File: config.mk
export PLATFORM = sky130hd
export DESIGN_NAME = serial_subtractor_ctrl
export DESIGN_NICKNAME = d
export VERILOG_FILES = /design/src/rtl/serial_subtractor_ctrl.sv
export SDC_FILE = /design/constraint.sdc
export NUM_CORES = 1
export LEC_CHECK = 0
export BUFFER_PORTS_ARGS = -buffer_cell sky130_fd_sc_hd__buf_2
export CAP_MARGIN = 20
export CORE_MARGIN = 2
export CORE_UTILIZATION = 48
export DETAILED_ROUTE_END_ITERATION = 12
export GPL_TIMING_DRIVEN = 0
export PLACE_DENSITY = 0.79
export SKIP_LAST_GASP = 1
export SYNTH_ARGS = -nofsm -noshare
export SYNTH_HDL_FRONTEND = slang
export SYNTH_SLANG_ARGS = --single-unit
File: constraint.sdc
create_clock -name clk -period 1.6 [get_ports clk]
set_clock_uncertainty 0.15 [all_clocks]
set_input_delay 0.16 -clock clk [delete_from_list [all_inputs] [get_ports clk]]
set_output_delay 0.16 -clock clk [all_outputs]
set_load 0.005 [all_outputs]
File: src/rtl/serial_subtractor_ctrl.sv
// Bit-serial WIDTH-bit subtractor: one full-subtractor cell, registered
// borrow, LSB-first, with start/busy/done handshake.
module serial_subtractor_ctrl #(
  parameter int WIDTH = 8
) (
  input  logic             clk,
  input  logic             rst_n,
  input  logic             start,
  input  logic [WIDTH-1:0] a,
  input  logic [WIDTH-1:0] b,
  input  logic             bin,
  output logic             busy,
  output logic             done,
  output logic [WIDTH-1:0] difference,
  output logic             borrow
);

  localparam int CW = $clog2(WIDTH) + 1;
  localparam logic [CW-1:0] LAST = CW'(WIDTH - 1);

  typedef enum logic [1:0] {
    IDLE = 2'd0,
    RUN  = 2'd1,
    DONE = 2'd2
  } state_t;

  state_t           state_q, state_d;
  logic [WIDTH-1:0] a_q, a_d;
  logic [WIDTH-1:0] b_q, b_d;
  logic [WIDTH-1:0] res_q, res_d;
  logic [WIDTH-1:0] diff_q, diff_d;
  logic             br_q, br_d;
  logic             bout_q, bout_d;
  logic [CW-1:0]    cnt_q, cnt_d;

  logic             a0, b0, dbit, bo;
  logic [WIDTH-1:0] res_sh;

  // Full-subtractor cell on the current LSBs and the shifted result.
  always_comb begin
    a0     = a_q[0];
    b0     = b_q[0];
    dbit   = a0 ^ b0 ^ br_q;
    bo     = (~a0 & b0) | (~(a0 ^ b0) & br_q);
    res_sh = res_q >> 1;
    res_sh[WIDTH-1] = dbit;
  end

  // Next-state and datapath control.
  always_comb begin
    state_d = state_q;
    a_d     = a_q;
    b_d     = b_q;
    res_d   = res_q;
    diff_d  = diff_q;
    br_d    = br_q;
    bout_d  = bout_q;
    cnt_d   = cnt_q;
    unique case (state_q)
      IDLE, DONE: begin
        if (state_q == DONE) begin
          state_d = IDLE;
        end
        if (start) begin
          a_d     = a;
          b_d     = b;
          br_d    = bin;
          cnt_d   = '0;
          state_d = RUN;
        end
      end
      RUN: begin
        res_d = res_sh;
        a_d   = a_q >> 1;
        b_d   = b_q >> 1;
        br_d  = bo;
        cnt_d = cnt_q + 1'b1;
        if (cnt_q == LAST) begin
          diff_d  = res_sh;
          bout_d  = bo;
          state_d = DONE;
        end
      end
      default: state_d = IDLE;
    endcase
  end

  // State and datapath registers.
  always_ff @(posedge clk or negedge rst_n) begin
    if (!rst_n) begin
      state_q <= IDLE;
      a_q     <= '0;
      b_q     <= '0;
      res_q   <= '0;
      diff_q  <= '0;
      br_q    <= 1'b0;
      bout_q  <= 1'b0;
      cnt_q   <= '0;
    end else begin
      state_q <= state_d;
      a_q     <= a_d;
      b_q     <= b_d;
      res_q   <= res_d;
      diff_q  <= diff_d;
      br_q    <= br_d;
      bout_q  <= bout_d;
      cnt_q   <= cnt_d;
    end
  end

  assign busy       = (state_q == RUN);
  assign done       = (state_q == DONE);
  assign difference = diff_q;
  assign borrow     = bout_q;

endmodule

=== Yosys cells after proc, flatten, opt, wreduce, memory -nomap -nowiden ===
Cells that the tools add are included.

* Logic and storage cells: 40
* Register bits after elaboration: 40

* Bitwise gates (word level): 7
* Reduce and logical (&&, ||, !) cells: 6
* Multiplexer cells: 12
* $add $sub $neg: 1
* Equal/unequal tests: 6

{| class="wikitable"
|+ Operators with widths
! kind !! count
|-
| $pmux W8 S2 || 2
|-
| $mux W8 || 2
|-
| $pmux W4 S2 || 1
|-
| $mux W2 || 3
|-
| $reduce_and A2 Y1 || 3
|-
| $add A4 B1 Y4 const B || 1
|-
| $eq A4 B3 Y1 const B || 1
|-
| $mux W4 || 1
|-
| $pmux W2 S2 || 1
|-
| $ne A3 B3 Y1 const B || 1
|-
| $and A1 B1 Y1 || 2
|-
| $eq A2 B1 Y1 const B || 1
|-
| $eq A2 B2 Y1 const B || 1
|-
| $logic_not A2 Y1 || 1
|-
| $ne A2 B1 Y1 const B || 1
|-
| $ne A2 B2 Y1 const B || 1
|-
| $not A1 Y1 || 2
|-
| $pmux W1 S2 || 1
|-
| $reduce_bool A2 Y1 || 1
|-
| $reduce_or A2 Y1 || 1
|-
| $xor A1 B1 Y1 || 2
|-
| $mux W1 || 1
|-
| $or A1 B1 Y1 || 1
|}

=== Logic depth before layout (Yosys ltp) ===
Gate-level depths: netlist of run 1.

* Depth after elaboration: 5
* Depth in mapped cells: 6
* Mapped depth without buffers: 4

=== Least setup slack after synthesis of run 1 ===
Ideal clock, no wire load.

* Path kind: register -> register
* Start point: register state_q[1]
* End point: register diff_q[0] (netlist: difference[0])
* Setup time: 0.125 ns
* Data arrival time: 1.338 ns
* Period minus slack after synthesis: 1.613 ns
* Path slack: -0.013 ns
* Stages on the path, launching flop included: 5
* Path through: dfrtp_1 -> nand2b_1 -> buf_6 -> nor3_4 -> mux2_2

* Longest elaborated chain between the ends: 2

{| class="wikitable"
|+ RTL lines
! element !! line !! RTL
|-
| from (decl) || 27 || <nowiki>state_t state_q, state_d;</nowiki>
|-
| from (signal assigned) || 100 || <nowiki>state_q <= state_d;</nowiki>
|-
| $eq A2 B1 Y1 || 59 || <nowiki>unique case (state_q)</nowiki>
|-
| $reduce_and A2 Y1 (no source line) || - ||
|-
| to (signal assigned) || 104 || <nowiki>diff_q <= diff_d;</nowiki>
|-
| to (decl) || 31 || <nowiki>logic [WIDTH-1:0] diff_q, diff_d;</nowiki>
|}

No other way between the ends.
A chain may end at the register's enable or synchronous reset.

=== Worst setup path after layout of run 1 ===
* Start point: register state_q[1]
* End point: register diff_q[7] (netlist: difference[7])

The elaborated chain is that of the path after synthesis.

==> results.json, run 1 <==
{
  "status": "finished clean",
  "synth_edf_count": 0,
  "path_clk_slew_ps": 110,
  "synthAdderAreaFrac_pct": 2.000,
  "synth_async_sr_flop_share_pct": 100.0,
  "slew_headroom_pct": 44.46,
  "cts.sinks": 39,
  "yosys_warnings": 0,
  "routabilityCongestion": 0.8142,
  "synth-simple-area-share_pct": 17.00,
  "synth-compound-area-share_pct": 10.00,
  "endpoint_kind": "flop",
  "synth-seq-area-share_pct": 60.00,
  "synthMuxAreaShare_pct": 7.385,
  "yosys.area.top_type_share_pct": 60.00,
  "coreArea_um2": 3284,
  "syn_nets": 169,
  "fmax_mhz": 627.5,
  "rows": 21,
  "hpwl_um": 2225,
  "die_y_um": 62.21,
  "num_antenna_cells": 0,
  "place_area_um2": 1834,
  "routed-via-count": 1354,
  "wirelength_um": 3697,
  "synth_top_family_by_area": "simple AND/OR/NAND/NOR gates",
  "drc_errors": 0,
  "drv_cap": 0,
  "synth_xor_area_share_pct": 0,
  "nNetsFinal": 233,
  "instances_no_fill": 257,
  "ys_types": 24,
  "slowest_stage": "dfrtp_1",
  "ir_worst_vdd_v": 0.0008845,
  "tightest_slew_ps": 833.2,
  "grt_usage_pct": 21.72,
  "drt-pass1-iter-count": 4,
  "wl_per_cell_um": 14.39,
  "ys.flop_type": "dfrtp_1",
  "crit_family": "simple AND/OR/NAND/NOR gates",
  "drive_gt1_share_pct": 31.28,
  "worstSkewPairLatency_ps": 340,
  "yosysMostFrequentCell": "dfrtp_1",
  "fin_area_um2": 2220,
  "die_x_um": 62.21,
  "syn_area_um2": 1627,
  "ant_nets": 0,
  "io_buffers": 30,
  "setup_viol": 0,
  "layout_setup_ws_ps": 6.453,
  "cts_tree": "built",
  "rsz0062_at_grt": "true",
  "fill_cells": 253,
  "grt_pass1_wl_um": 6541,
  "worstPathMaxFanout": 7,
  "h-tree-depth": 2,
  "path_class": "flop to flop",
  "slew_violations": 0,
  "tns_ps": 0,
  "synth.largest_area_cell": "dfrtp_1",
  "ys_top_cells_by_count": "39 x dfrtp_1, 37 x nand2_1, 14 x nand3_1, 13 x a22oi_1, 8 x mux2_2",
  "p_per_area_nw_per_um2": 1856,
  "required_ps": 1680,
  "num_io_pins": 31,
  "dieArea_um2": 3870,
  "crit_path_start_kind": "flop",
  "ys_top_cells_by_area": "dfrtp_1 60%, nand2_1 8.5%, a22oi_1 6.0%",
  "worstPathBufferInverterCount": 1,
  "grt_pass1_vias": 1439,
  "syn_to_final_growth_pct": 36.46,
  "fin_crit_sh_pct": 99.60,
  "p_leak_uw": 0.001106,
  "clk_path_buf_depth": 2,
  "start_util_pct": 49.52,
  "worstPathCellList": "nand2b_4 -> nor3_4 -> buf_12 -> mux2_2",
  "dp_slack_ps": -211.6,
  "drt_iter0_drc": 74,
  "cpPeakStageDelay_ps": 390,
  "vias_per_cell": 5.268,
  "place_inst": 223,
  "root_buffer": "clkbuf_4",
  "grt_start_max_net_pins": 40,
  "syn_avg_cell_area_um2": 11.07,
  "finalHoldViolations": 0,
  "synth-seq-cells": 39,
  "hold_path_class": "input pin to flop",
  "cp.arrival_ps": 1680,
  "period_needed_ps": 1594,
  "cts_inserted_buffers": 5,
  "grt_remaining_overflow": 0,
  "antenna_found_initial": 0,
  "syn_inst": 147
}
-- worst min-delay path, delay by kind of cell --
family,cells,cell delay (ps)
AND/OR/NAND/NOR,3,360
buffers and inverters,1,90
-- routing by layer --
layer / wire [um] / vias to the layer above / track usage (%)
met5: 0 / - / 0
li1: - / 634 / -
met3: 238 / 4 / 7.065
met2: 1972 / 48 / 37.36
met1: 1464 / 668 / 26.31
met4: 23 / 0 / 6.111
-- registers in the layout, indices dropped and copies added (netlist names) --
name / flops
br_q: 1
borrow: 1
b_q: 8
a_q: 8
difference: 8
res_q: 7
cnt_q: 4
state_q: 2
-- final timing paths --
path / startpoint / endpoint / slack (ps) / depth (start not counted)
max: state_q[1]$_DFFE_PN0P_ / difference[7]$_DFFE_PN0P_ / 6 / 4
min: start / b_q[2]$_DFFE_PN0P_ / 140 / 4
max reg2reg: state_q[1]$_DFFE_PN0P_ / difference[7]$_DFFE_PN0P_ / 6 / 4
min reg2reg: res_q[4]$_DFFE_PN0P_ / res_q[3]$_DFFE_PN0P_ / 360 / 2
max in group asynchronous: rst_n / state_q[0]$_DFFE_PN0P_ / 430 / 2
min in group asynchronous: rst_n / difference[0]$_DFFE_PN0P_ / 290 / 2
-- stage by stage --
| step | total power [uW] | utilization, % | hold WS (ps) |
|---|---|---|---|
| final | 4119 | 67.58 | 137.6 |
| after CTS | 4057 | 66.78 | 182.9 |
| after detailed placement | 3172 | 55.85 | 157.3 |
| after global placement | 3073 | 55.85 | 133.9 |
| after global routing | 4467 | 67.58 | 143.4 |
| after floorplan | 2696 | - | -285.6 |
-- area by class of cell --
cell class | count | area [um2] | share of cell area [%]
Sequential cell | 39 | 977.2 | 44.02
Multi-Input combinational cell | 95 | 621.8 | 28.02
Timing Repair Buffer | 61 | 444.2 | 20.01
Tap cell | 46 | 57.56 | 2.593
Clock buffer | 6 | 41.29 | 1.860
Clock inverter | 1 | 30.03 | 1.353
Buffer | 5 | 25.02 | 1.127
Inverter | 4 | 22.52 | 1.015
-- layout by cell type, fill, tap and decap left out, types with 2 or more instances in the layout --
cell type      count
a221o_1            2
a22o_1             4
mux2_2             6
nand3_1           14
nor2b_1            2
clkbuf_4           5
buf_2             30
dlygate4sd3_1     18
clkbuf_1           3
o21ai_0            2
clkbuf_2           2
mux2i_1            3
dfrtp_1           38
nor2_1             2
nand2_1           36
inv_1              3
a22oi_1           13
mux2_4             2
buf_4             12
-- power breakdown --
part           switching (uW)  internal, uW
Clock                     300           322
Sequential                298          1440
Combinational             880           876
-- kinds of logic after synthesis --
group,after synthesis
compound gates,21
fa+ha+maj,2
buf+inv,13
flops,39
mux,11
simple gates,61
-- what timing repair did --
| action | CTS | global route |
|---|---|---|
| buffers inserted | 10 | 3 |
| hold buffers | 18 | 0 |
| setup endpoints to repair | 20 | 26 |
| resized for setup | 9 | 8 |
| endpoints found under the hold margin | 56 | 0 |
| gates cloned | 0 | 0 |
| pin swaps | 2 | 1 |
(Power assumes the default switching activity.)
==> inputs of run 2 (changes only) <==
Settings changed: CORE_MARGIN 2 to not set, CORE_UTILIZATION 48 to 46, PLACE_DENSITY 0.79 to 0.77.
==> results.json, run 2 (same netlist as run 1, synthesis figures left out) <==
{
  "die_y_um": 61.47,
  "layout_setup_ws_ps": -21.66,
  "drv_cap": 0,
  "grt_remaining_overflow": 0,
  "final_common_cell": "dfrtp_1",
  "path_clk_slew_ps": 100,
  "tightest_slew_ps": 829.3,
  "fmax_mhz": 616.7,
  "hpwl_um": 2184,
  "start_util_pct": 48.36,
  "ir_worst_vdd_v": 0.0009699,
  "vias_per_cell": 5.141,
  "r2r_end": "difference[3]$_DFFE_PN0P_",
  "power_frac_seq_pct": 43.8,
  "die_x_um": 61.47,
  "finalPower_uw": 3904,
  "p_leak_uw": 0.001082,
  "root_buffer": "clkbuf_4",
  "path_class": "flop to flop",
  "h-tree-depth": 2,
  "endpoint_kind": "flop",
  "routabilityCongestion": 0.7869,
  "dp_slack_ps": -215.4,
  "drt-pass1-iter-count": 4,
  "grt_start_max_net_pins": 40,
  "clockPowerShare_pct": 14.4,
  "min-delay-start": "start",
  "hold_depth": 5,
  "syn_to_final_growth_pct": 33.08,
  "failed_checks": "negative setup slack",
  "worstPathMaxFanout": 9,
  "finalHoldViolations": 0,
  "drive_gt1_share_pct": 29.19,
  "internal-power_uw": 2500,
  "period_needed_ps": 1622,
  "swShare_pct": 35.97,
  "worstSkewPairLatency_ps": 340,
  "io_buffers": 30,
  "whs_endpoint": "cnt_q[3]$_DFFE_PN0P_",
  "slew_violations": 0,
  "ant_nets": 0,
  "r2r_setup_slack_ps": -20,
  "combPwrFrac_pct": 41.9,
  "status": "finished with violations",
  "dieArea_um2": 3778,
  "num_io_pins": 31,
  "grt_pass1_vias": 1202,
  "routed-via-count": 1311,
  "fin_area_um2": 2165,
  "hold_path_class": "input pin to flop",
  "wirelength_um": 3466,
  "grt_usage_pct": 20.69,
  "cts_inserted_buffers": 5,
  "grt_pass1_wl_um": 5437,
  "tns_ps": -83.43,
  "rows": 21,
  "finalHoldWorstSlack_ps": 171.4,
  "drt_iter0_drc": 61,
  "clk_path_buf_depth": 2,
  "power_switching_uw": 1404,
  "crit_path_start_kind": "flop",
  "p_per_area_nw_per_um2": 1804,
  "cts_tree": "built",
  "antenna_found_initial": 0,
  "most-common-layout-cells": "39 x dfrtp_1, 37 x nand2_1, 32 x buf_2",
  "place_area_um2": 1834,
  "required_ps": 1680,
  "drc_errors": 0,
  "setup_viol": 8,
  "rr_startpoint": "state_q[1]$_DFFE_PN0P_",
  "worstRegToRegCells": 5,
  "rsz0062_at_grt": "true",
  "fin_crit_sh_pct": 101.4,
  "coreArea_um2": 3363,
  "slew_headroom_pct": 44.71,
  "num_antenna_cells": 0,
  "wl_per_cell_um": 13.59,
  "cts.sinks": 39,
  "cp.arrival_ps": 1700,
  "nNetsFinal": 230
}
-- run 2: cell types whose count changed in the layout (fill, tap and decap cells not counted), sizes merged --
cell,previous run,this run
clkbuf,10,12
buf,44,41
bufinv,1,0
-- run 2: final cells by class --
| cell class | count | area (um2) |
|---|---|---|
| buffer | 9 | 57.56 |
| clock buffer | 8 | 68.82 |
| fill | 292 | 1199 |
| inverter | 4 | 22.52 |
| multi-input combinational | 95 | 594.3 |
| sequential | 39 | 975.9 |
| tap | 46 | 57.56 |
| timing repair buffer | 54 | 387.9 |
-- run 2: power by group through the flow --
| stage | clock (uW) | combinational (uW) | sequential (uW) |
|---|---|---|---|
| 2_1_floorplan | 0 | 1010 | 1680 |
| 3_3_place_gp | 0 | 1370 | 1700 |
| 3_5_place_dp | 0 | 1440 | 1740 |
| 4_1_cts | 577 | 1620 | 1710 |
| 5_1_grt | 613 | 1850 | 1770 |
| 6_report | 561 | 1630 | 1710 |
-- run 2: worst max path at each step --
stage	start	to	slack, ps	cells past startpoint
floorplan	state_q[1]$_DFFE_PN0P_	difference[0]$_DFFE_PN0P_	-10	4
global placement	state_q[1]$_DFFE_PN0P_	difference[6]$_DFFE_PN0P_	-160	4
detailed placement	cnt_q[0]$_DFFE_PN0P_	difference[3]$_DFFE_PN0P_	-220	4
CTS	cnt_q[1]$_DFFE_PN0P_	difference[3]$_DFFE_PN0P_	-30	5
global route	state_q[1]$_DFFE_PN0P_	difference[1]$_DFFE_PN0P_	-90	5
finish	state_q[1]$_DFFE_PN0P_	difference[3]$_DFFE_PN0P_	-20	5
-- run 2: per-layer routing --
layer | GRT usage [%] | wire length (um) | up-vias
li1 | - | - | 633
met1 | 25.34 | 1470 | 634
met2 | 35.71 | 1775 | 40
met3 | 6.092 | 183 | 4
met4 | 5.714 | 36 | 0
met5 | 0 | 0 | -
-- run 2: metrics by stage --
stage	util [%]	cells
after floorplan	-	147
after global placement	54.54	223
after detailed placement	54.54	223
after CTS	63.99	254
after global routing	64.36	255
final	64.36	255
-- run 2: repair_timing --
action / in CTS / in global routing
endpoints found under the setup margin: 20 / 25
resized for setup: 8 / 6
setup buffers: 5 / 1
endpoints found under the hold margin: 56 / 0
hold buffers: 18 / 0
pin swaps: 1 / 1
-- run 2: critical path: stages, from the launching register on --
cell and delay [ps]:
dfrtp_1 380, nand2b_1 150, buf_6 150, nor3_4 200
buf_12 150, mux2_2 330
